`src/rtl/fetch_buffer_unit_pkg.sv`:
```
// fetch_buffer_unit_pkg: shared fetch widths, reset/step defaults and the queued entry type.
package fetch_buffer_unit_pkg;
    localparam int DEF_XLEN = 32;
    localparam int DEF_ILEN = 32;
    localparam int DEF_DEPTH = 4;
    localparam logic [31:0] DEF_RESET_PC = 32'h0000_0000;
    localparam int DEF_PC_STEP = 4;
    localparam logic [31:0] INST_NOP = 32'h0000_0013;
    typedef struct packed {
        logic [DEF_XLEN-1:0] pc;
        logic [DEF_ILEN-1:0] inst;
    } fetch_entry_t;
endpackage

```
`src/rtl/fetch_buffer_unit_if.sv`:
```
// fetch_buffer_unit_if: imem request/response, redirect and ID handshake bundle.
interface fetch_buffer_unit_if #(parameter int XLEN = 32, parameter int ILEN = 32);
    logic            imem_req_valid;
    logic [XLEN-1:0] imem_req_addr;
    logic            imem_req_ready;
    logic            imem_rsp_valid;
    logic [ILEN-1:0] imem_rsp_inst;
    logic            redirect_valid;
    logic [XLEN-1:0] redirect_pc;
    logic            id_valid;
    logic [XLEN-1:0] id_pc;
    logic [ILEN-1:0] id_inst;
    logic            id_ready;
    modport master (
        output imem_req_valid, imem_req_addr, id_valid, id_pc, id_inst,
        input  imem_req_ready, imem_rsp_valid, imem_rsp_inst, redirect_valid, redirect_pc, id_ready
    );
    modport slave (
        input  imem_req_valid, imem_req_addr, id_valid, id_pc, id_inst,
        output imem_req_ready, imem_rsp_valid, imem_rsp_inst, redirect_valid, redirect_pc, id_ready
    );
endinterface

```
`src/rtl/fetch_buffer_unit_fifo.sv`:
```
// fetch_buffer_unit_fifo: pointer FIFO with wrap bit, synchronous flush, same-cycle push/pop.
module fetch_buffer_unit_fifo #(
    parameter int WIDTH = 64,
    parameter int DEPTH = 4
) (
    input  logic                     clk,
    input  logic                     rst,
    input  logic                     flush,
    input  logic                     push,
    input  logic                     pop,
    input  logic [WIDTH-1:0]         din,
    output logic [WIDTH-1:0]         dout,
    output logic                     empty,
    output logic [$clog2(DEPTH):0]   count
);
    localparam int AW = $clog2(DEPTH);
    logic [AW:0] wr_q, wr_d, rd_q, rd_d;
    logic [WIDTH-1:0] mem_q [DEPTH];
    logic wr_en, rd_en;
    always_comb begin
        count = wr_q - rd_q;
        empty = count == '0;
        rd_en = pop && !empty;
        // a full queue still accepts a push when the head leaves in the same cycle
        wr_en = push && (count != (AW+1)'(DEPTH) || rd_en);
        wr_d = flush ? '0 : wr_q + (AW+1)'(wr_en);
        rd_d = flush ? '0 : rd_q + (AW+1)'(rd_en);
        dout = mem_q[rd_q[AW-1:0]];
    end
    always_ff @(posedge clk) begin
        if (rst) begin
            wr_q <= '0;
            rd_q <= '0;
        end else begin
            wr_q <= wr_d;
            rd_q <= rd_d;
        end
        if (wr_en && !flush) mem_q[wr_q[AW-1:0]] <= din;
    end
endmodule

```
`src/rtl/fetch_buffer_unit.sv`:
```
// fetch_buffer_unit: PC generator with credit-limited imem fetch, instruction queue toward ID
// and redirect flush that drops responses still in flight for the old path.
module fetch_buffer_unit
    import fetch_buffer_unit_pkg::*;
#(
    parameter int XLEN = DEF_XLEN,
    parameter int ILEN = DEF_ILEN,
    parameter int DEPTH = DEF_DEPTH,
    parameter logic [XLEN-1:0] RESET_PC = XLEN'(DEF_RESET_PC),
    parameter int PC_STEP = DEF_PC_STEP
) (
    input  logic                       clk,
    input  logic                       rst,
    fetch_buffer_unit_if.master        bus,
    output logic [$clog2(DEPTH+1)-1:0] occupancy
);
    localparam int CW = $clog2(DEPTH+1);
    localparam logic [XLEN-1:0] STEP = XLEN'(PC_STEP);
    localparam logic [CW:0] DEPTH_W = (CW+1)'(DEPTH);
    logic [XLEN-1:0] fetch_pc_q, fetch_pc_d, rsp_pc_q, rsp_pc_d;
    logic [CW-1:0] inflight_q, inflight_d, drop_cnt_q, drop_cnt_d, count;
    logic redirect, accept, push, pop, empty;
    logic [XLEN+ILEN-1:0] head;
    always_comb begin
        redirect = bus.redirect_valid;
        // credit: every outstanding request is guaranteed a queue slot
        bus.imem_req_valid = !rst && !redirect && ({1'b0, count} + {1'b0, inflight_q} < DEPTH_W);
        bus.imem_req_addr = fetch_pc_q;
        accept = bus.imem_req_valid && bus.imem_req_ready;
        push = bus.imem_rsp_valid && !redirect && drop_cnt_q == '0;
        bus.id_valid = !rst && !empty;
        {bus.id_pc, bus.id_inst} = rst ? '0 : head;
        occupancy = rst ? '0 : count;
        pop = bus.id_valid && bus.id_ready && !redirect;
        inflight_d = inflight_q + CW'(accept) - CW'(bus.imem_rsp_valid);
        drop_cnt_d = redirect ? inflight_q - CW'(bus.imem_rsp_valid)
                   : (bus.imem_rsp_valid && drop_cnt_q != '0) ? drop_cnt_q - CW'(1) : drop_cnt_q;
        fetch_pc_d = redirect ? bus.redirect_pc : accept ? fetch_pc_q + STEP : fetch_pc_q;
        rsp_pc_d = redirect ? bus.redirect_pc : push ? rsp_pc_q + STEP : rsp_pc_q;
    end
    always_ff @(posedge clk) begin
        if (rst) begin
            fetch_pc_q <= RESET_PC;
            rsp_pc_q <= RESET_PC;
            inflight_q <= '0;
            drop_cnt_q <= '0;
        end else begin
            fetch_pc_q <= fetch_pc_d;
            rsp_pc_q <= rsp_pc_d;
            inflight_q <= inflight_d;
            drop_cnt_q <= drop_cnt_d;
            assert (inflight_q <= CW'(DEPTH) && drop_cnt_q <= CW'(DEPTH));
        end
    end
    fetch_buffer_unit_fifo #(.WIDTH(XLEN + ILEN), .DEPTH(DEPTH)) u_fifo (
        .clk(clk),
        .rst(rst),
        .flush(redirect),
        .push(push),
        .pop(pop),
        .din({rsp_pc_q, bus.imem_rsp_inst}),
        .dout(head),
        .empty(empty),
        .count(count)
    );
endmodule

```
`src/flat_wrapper.sv`:
```
// flat-port wrapper written by rule: the top's interface ports become plain ports
module fetch_buffer_unit_flat import fetch_buffer_unit_pkg::*;
#(
    parameter int XLEN = DEF_XLEN,
    parameter int ILEN = DEF_ILEN,
    parameter int DEPTH = DEF_DEPTH,
    parameter logic [XLEN-1:0] RESET_PC = XLEN'(DEF_RESET_PC),
    parameter int PC_STEP = DEF_PC_STEP
)
  (clk, rst, occupancy, bus_imem_req_valid, bus_imem_req_addr, bus_id_valid, bus_id_pc, bus_id_inst, bus_imem_req_ready, bus_imem_rsp_valid, bus_imem_rsp_inst, bus_redirect_valid, bus_redirect_pc, bus_id_ready);
  fetch_buffer_unit_if #(.XLEN(XLEN), .ILEN(ILEN)) bus_i ();
  input  logic clk;
  input  logic rst;
  output logic [$clog2(DEPTH+1)-1:0] occupancy;
  output wire logic [$bits(bus_i.imem_req_valid)-1:0] bus_imem_req_valid;
  output wire logic [$bits(bus_i.imem_req_addr)-1:0] bus_imem_req_addr;
  output wire logic [$bits(bus_i.id_valid)-1:0] bus_id_valid;
  output wire logic [$bits(bus_i.id_pc)-1:0] bus_id_pc;
  output wire logic [$bits(bus_i.id_inst)-1:0] bus_id_inst;
  input wire logic [$bits(bus_i.imem_req_ready)-1:0] bus_imem_req_ready;
  input wire logic [$bits(bus_i.imem_rsp_valid)-1:0] bus_imem_rsp_valid;
  input wire logic [$bits(bus_i.imem_rsp_inst)-1:0] bus_imem_rsp_inst;
  input wire logic [$bits(bus_i.redirect_valid)-1:0] bus_redirect_valid;
  input wire logic [$bits(bus_i.redirect_pc)-1:0] bus_redirect_pc;
  input wire logic [$bits(bus_i.id_ready)-1:0] bus_id_ready;
  assign bus_imem_req_valid = bus_i.imem_req_valid;
  assign bus_imem_req_addr = bus_i.imem_req_addr;
  assign bus_id_valid = bus_i.id_valid;
  assign bus_id_pc = bus_i.id_pc;
  assign bus_id_inst = bus_i.id_inst;
  assign bus_i.imem_req_ready = bus_imem_req_ready;
  assign bus_i.imem_rsp_valid = bus_imem_rsp_valid;
  assign bus_i.imem_rsp_inst = bus_imem_rsp_inst;
  assign bus_i.redirect_valid = bus_redirect_valid;
  assign bus_i.redirect_pc = bus_redirect_pc;
  assign bus_i.id_ready = bus_id_ready;
  fetch_buffer_unit #(.XLEN(XLEN), .ILEN(ILEN), .DEPTH(DEPTH), .RESET_PC(RESET_PC), .PC_STEP(PC_STEP)) u_core (.clk(clk), .rst(rst), .bus(bus_i), .occupancy(occupancy));
endmodule
```
`config.mk`:
```
export PLATFORM = sky130hd
export DESIGN_NAME = fetch_buffer_unit_flat
export DESIGN_NICKNAME = d
export VERILOG_FILES = /design/src/rtl/fetch_buffer_unit_pkg.sv /design/src/rtl/fetch_buffer_unit_if.sv /design/src/rtl/fetch_buffer_unit_fifo.sv /design/src/rtl/fetch_buffer_unit.sv /design/src/flat_wrapper.sv
export SDC_FILE = /design/constraint.sdc
export NUM_CORES = 1
export LEC_CHECK = 0
export CORE_ASPECT_RATIO = 1.75
export CORE_MARGIN = 2
export CORE_UTILIZATION = 52
export CTS_BUF_LIST = sky130_fd_sc_hd__clkbuf_8
export CTS_CLUSTER_SIZE = 8
export DETAILED_ROUTE_END_ITERATION = 12
export GPL_ROUTABILITY_DRIVEN = 0
export HOLD_SLACK_MARGIN = 0.08
export PLACE_DENSITY = 0.85
export SYNTH_ARGS = -nofsm -noshare
export SYNTH_HDL_FRONTEND = slang
export SYNTH_SLANG_ARGS = --single-unit
```
`constraint.sdc`:
```
create_clock -name clk -period 8 [get_ports clk]
set_input_delay 1.6 -clock clk [delete_from_list [all_inputs] [get_ports clk]]
set_output_delay 1.6 -clock clk [all_outputs]
set_load 0.05 [all_outputs]
```
=== Word-level counts from Yosys, hierarchy flattened ===
Memories as Yosys holds them, arrays and structs flattened. A register that Yosys moved wholly into a read port is not among the register bits.
Cells that the tools add are included.

* Add/sub/neg operators: 10
* Multiply operators: 0
* Div/mod/pow operators: 0
* $lt $le $gt $ge: 1
* Equal/unequal tests: 1
* Shift-type cells: 0
* Multiplexer cells: 11
* Bitwise operators: 0
* Reductions and logical operators: 23

{| class="wikitable"
|+ Operators by type and width
! cell !! number
|-
| 2-to-1 mux 32 bit || 4
|-
| adder 32 x 3 -> 32 bit, second input constant || 2
|-
| 2-to-1 mux 64 bit || 1
|-
| logical AND 1 bit || 12
|-
| adder 3 x 1 -> 3 bit || 3
|-
| 2-to-1 mux 3 bit || 3
|-
| logical NOT 3 bit || 2
|-
| nonzero test 2 bit || 3
|-
| subtractor 3 x 1 -> 3 bit || 2
|-
| adder 3 x 3 -> 4 bit || 1
|-
| less-than comparator 4 x 3 -> 1 bit, second input constant || 1
|-
| logical NOT 1 bit || 3
|-
| inequality test 3 bit, second input constant || 1
|-
| nonzero test 3 bit || 1
|-
| subtractor 3 x 1 -> 3 bit, second input constant || 1
|-
| subtractor 3 bit || 1
|-
| 2-to-1 mux 1 bit || 2
|-
| 2-to-1 mux 2 bit || 1
|-
| OR reduction 2 bit || 1
|-
| logical OR 1 bit || 1
|}

* Register bits after elaboration: 76
* Latch bits: 0
* RAM bits: 256
* Memory bits (read-only): 0
* Memories kept: 1

{| class="wikitable"
|+ Memory list
! memory !! depth !! bits a word !! read ports !! clocked after Yosys merged registers in !! write ports !! RTL line !! source
|-
| u_core.u_fifo.mem_q || 4 || 64 || 1 || 1 || 1 || fetch_buffer_unit_fifo.sv:18 || <nowiki>logic [WIDTH-1:0] mem_q [DEPTH];</nowiki>
|}

=== Longest topological paths before layout ===
* Word-level depth: 12
* Depth in mapped cells: 17
* Mapped depth without buffers: 15

=== By module ===
A second synthesis with hierarchy kept.

* Cell total of the unflattened synthesis: 912
* Area total of the unflattened synthesis: 13923.4 µm²

{| class="wikitable"
|+ Modules (own cells, without submodules)
! module !! times used !! cells an instance !! area an instance (µm²)
|-
| fetch_buffer_unit_fifo || 1 || 372 || 9595.5
|-
| fetch_buffer_unit || 1 || 540 || 4327.9
|}

=== Worst setup path after synthesis ===
OpenSTA, ideal clock, no wires.

* Path type: input -> register
* Start point: input port rst
* End point: memory u_core.u_fifo.mem_q[0][0] (enable)
* Data arrival time: 7.097 ns
* Setup slack: 0.324 ns
* Stages: 4
* Path buffers: 1
* Cells stage by stage: clkbuf_1 -> nand2b_1 -> a311oi_1 -> nor3b_1

* Cells in the longest elaborated chain, start to end: 10

{| class="wikitable"
|+ RTL lines
! item !! RTL line !! source
|-
| start: declaration || flat_wrapper.sv:13 || <nowiki>input logic rst;</nowiki>
|-
| logical NOT 1 bit || fetch_buffer_unit.sv:31 || <nowiki>bus.id_valid = !rst && !empty;</nowiki>
|-
| logical AND 1 bit || fetch_buffer_unit.sv:31 ||
|-
| logical AND 1 bit (2 in a row) || fetch_buffer_unit.sv:34 || <nowiki>pop = bus.id_valid && bus.id_ready && !redirect;</nowiki>
|-
| logical AND 1 bit || fetch_buffer_unit_fifo.sv:23 || <nowiki>rd_en = pop && !empty;</nowiki>
|-
| logical OR 1 bit || fetch_buffer_unit_fifo.sv:25 || <nowiki>wr_en = push && (count != (AW+1)'(DEPTH) || rd_en);</nowiki>
|-
| logical AND 1 bit || fetch_buffer_unit_fifo.sv:25 ||
|-
| logical AND 1 bit || fetch_buffer_unit_fifo.sv:38 || <nowiki>if (wr_en && !flush) mem_q[wr_q[AW-1:0]] <= din;</nowiki>
|-
| 2-to-1 mux 1 bit || fetch_buffer_unit_fifo.sv:38 ||
|-
| 2-to-1 mux 1 bit (not written as such) || fetch_buffer_unit_fifo.sv:38 ||
|-
| end: declaration || fetch_buffer_unit_fifo.sv:18 ||
|}

Every way passes these cells.

=== Worst setup path in the final report ===
* Start point: register u_core.u_fifo.rd_q[1]
* End point: output port bus_imem_req_valid

* Cells in the longest elaborated chain, start to end: 4

{| class="wikitable"
|+ RTL lines
! item !! RTL line !! source
|-
| start: declaration || fetch_buffer_unit_fifo.sv:17 || <nowiki>logic [AW:0] wr_q, wr_d, rd_q, rd_d;</nowiki>
|-
| start signal: assignment || fetch_buffer_unit_fifo.sv:36 || <nowiki>rd_q <= rd_d;</nowiki>
|-
| subtractor 3 bit || fetch_buffer_unit_fifo.sv:21 || <nowiki>count = wr_q - rd_q;</nowiki>
|-
| adder 3 x 3 -> 4 bit || fetch_buffer_unit.sv:27 || <nowiki>bus.imem_req_valid = !rst && !redirect && ({1'b0, count} + {1'b0, inflight_q} < DEPTH_W);</nowiki>
|-
| less-than comparator 4 x 3 -> 1 bit || fetch_buffer_unit.sv:27 ||
|-
| logical AND 1 bit || fetch_buffer_unit.sv:27 ||
|-
| end: declaration || flat_wrapper.sv:15 || <nowiki>output wire logic [$bits(bus_i.imem_req_valid)-1:0] bus_imem_req_valid;</nowiki>
|}

Every way passes these cells.

==> results.cfg <==
[sta]
relSlewSlack_pct = 26.8
tightest_slew_ns = 1.09
clock_skew_ns = 0.0270
finalCritPeriodShare_pct = 73.6
fin_crit_ns = 5.89
maxSlewViolCount = 0
rsz0062_at_grt = false
max_freq_mhz = 170
tns_ns = 0
final_hold_viol_count = 0
setup_viol_count_final = 0

[detailed_routing]
drcViolationCount = 0
drt-vias-per-instance = 5.85
drtIter0Drc = 505
wl_per_cell_um = 20.3
vias = 8526
wirelength_mm = 29.6
dr.pass1.iters = 5
ant_nets = 0

[clock_network]
postCtsHoldBufs = 0
clock_sinks = 332
cts_inserted_buffers = 48
clk_path_buf_depth = 3
cts_resized = 0
clockRootBuffer = clkbuf_8
post-cts-setup-buffer-count = 0
path_clk_slew_ns = 0.06
h-tree-depth = 2
clock_latency_ns = 0.56
cts_tree = yes

[synth]
ys_seq_area_share_pct = 66.3
yosysTopAreaCell = edfxtp_1
ys_ff_latch = 332
synth-simple-area-share_pct = 11.7
synth-edff-count = 256
async_flop_share_pct = 0
synth.yosys.warnings = 0
syn_area_per_cell_um2 = 14.9
syn_nets = 1018
synthXorXnorAreaFrac_pct = 2.52
synth_top_family_by_area = simple AND/OR/NAND/NOR gates
ys.flop_type = edfxtp_1
synth_top_area_share_pct = 55.3
synthAdderAreaFrac_pct = 1.64
ys_types = 59
netlist_top_cells_area = edfxtp_1, dfxtp_1, mux4_2
synth-compound-area-share_pct = 5.14
synthMuxAreaShare_pct = 10.6
synth_area_um2 = 13900
syn_inst = 931

[floorplanning]
core-area_um2 = 26500
num_io_pins = 171
fp.dieArea_um2 = 28100
start_util_pct = 52.5
dieHeight_um = 220
rows = 79
dieWidth_um = 128

[setup_path]
cp_max_fo = 66
crit_arrival_ns = 4.29
setup.worst_path.end_class = output pin
critPathKind = reg2out
cp-start-kind = flop
required_ns = 6.40

[finish]
seqCellArea_um2 = 9220
drive_gt1_share_pct = 13.2
synthToLayoutAreaGrowth_pct = 20.2
n_fill_cell = 1984
final_util_pct = 63.1
multi_input_area_um2 = 4420
layout.nets = 1195

[global_route]
grtUsageTotal_pct = 20.9
grt_pass1_vias = 8642
grt_max_degree = 67
grt_pass1_wl_mm = 45.8
antenna_found_initial = 1
grt.overflow.total = 0

[job]
maxCapViolCount = 0

[place]
dp_hpwl_mm = 18.2
port_buffers = 170

[power]
power.total_mw = 3.55
p_leak_nw = 5.41
pwr_density_cell_nw_per_um2 = 212
vdd_drop_max_uv = 134

[min_path]
hp-class = reg2reg

[status]
outcome = finished, final reports clean
-- state kept, by name, summed over array words and instances (netlist names) --
name,count
u_core.drop_cnt_q,3
u_core.bus.imem_req_addr,32
u_core.rsp_pc_q,32
u_core.u_fifo.wr_q,3
u_core.inflight_q,3
u_core.u_fifo.mem_q,256
u_core.u_fifo.rd_q,3
-- cell type report --
cell class	count	share of cell area, %
flip-flops and latches	332	55.2
multi-input cells	526	26.5
repair buffers	181	10.7
clock buffers	52	4.28
well taps	324	2.43
clock inverters	23	0.547
inverters	19	0.427
diodes	1	0.0150
-- synth_stat cells, drive strengths merged (11+ instances only) --
cell type and number:
buf 17, o21ai 14, xnor2 29, xor2 11, clkbuf 37, edfxtp 256
nor4 13, nand4 19, a31oi 24, a21oi 26, ha 15, nor2b 70
nand2 60, nor2 39, dfxtp 76, a211oi 20, inv 19, nand3 26
mux4 64
-- through the flow --
| stage | instance area [um^2] | hold WS (ns) | setup slack [ns] | std cells |
|---|---|---|---|---|
| floorplan | 13900 | 0.460 | 0.324 | 931 |
| global placement | 15900 | 0.445 | 2.55 | 1382 |
| detailed placement | 15900 | 0.456 | 2.47 | 1382 |
| CTS | 16700 | 0.464 | 2.12 | 1457 |
| global route | 16700 | 0.495 | 1.95 | 1458 |
| finish | 16700 | 0.460 | 2.11 | 1458 |
-- layout by cell type (no fill, tap or decap), types with 26 or more instances in the layout --
| master | netlist | layout |
|---|---|---|
| a21oi_1 | 26 | 26 |
| clkbuf_8 | 0 | 52 |
| clkdlybuf4s50_1 | 0 | 169 |
| dfxtp_1 | 76 | 74 |
| edfxtp_1 | 256 | 256 |
| inv_1 | 19 | 39 |
| mux4_2 | 64 | 64 |
| nand2_1 | 60 | 60 |
| nand3_1 | 26 | 26 |
| nor2_1 | 39 | 38 |
| nor2b_1 | 70 | 70 |
| xnor2_1 | 29 | 29 |
-- power by group --
| group | internal [mW] | total [mW] | switching (mW) |
|---|---|---|---|
| registers | 1.92 | 1.97 | 0.0518 |
| clock network | 0.588 | 1.18 | 0.592 |
| logic | 0.160 | 0.396 | 0.236 |
-- cells by family (layout without fill, tap and decap cells) --
family | Yosys count | in the layout
other | 0 | 1
AND/OR/NAND/NOR | 292 | 292
XOR/XNOR | 40 | 40
multiplexers | 67 | 67
buffers and inverters | 73 | 275
AO/OA/AOI/OAI | 110 | 110
adder cells (fa/ha/maj) | 17 | 17
flip-flops | 332 | 332
-- worst max-delay path: stages, from the launching register on --
cell	delay (ns)
dfxtp_4	1.03
inv_1	0.15
fa_1	0.45
xor2_1	0.17
xnor2_1	0.34
ha_1	0.32
nor4_1	0.38
clkdlybuf4s50_1	0.88
-- worst paths after layout --
kind,startpoint,endpoint,slack [ns],cells after the start
setup / recovery,u_core.u_fifo.rd_q[1]$_SDFF_PP0_,bus_imem_req_valid,2.11,7
hold / removal,u_core.bus.imem_req_addr[0]$_SDFFE_PP0P_,u_core.bus.imem_req_addr[0]$_SDFFE_PP0P_,0.46,2
setup reg to reg,u_core.u_fifo.rd_q[1]$_SDFF_PP0_,u_core.u_fifo.mem_q[1][6]$_DFFE_PP_,3.39,7
hold reg to reg,u_core.bus.imem_req_addr[0]$_SDFFE_PP0P_,u_core.bus.imem_req_addr[0]$_SDFFE_PP0P_,0.46,2
-- routing by layer --
| metal | routed length, um | vias to the layer above | part of all wire, % | track usage, % |
|---|---|---|---|---|
| li1 | - | 3932 | - | - |
| met1 | 11700 | 4247 | 39 | 25.4 |
| met2 | 15800 | 286 | 53 | 38.1 |
| met3 | 1160 | 61 | 3.9 | 2.37 |
| met4 | 931 | 0 | 3.1 | 8.42 |
| met5 | 0 | - | 0 | 0 |
Note: power is estimated with default switching activity, not from simulation.
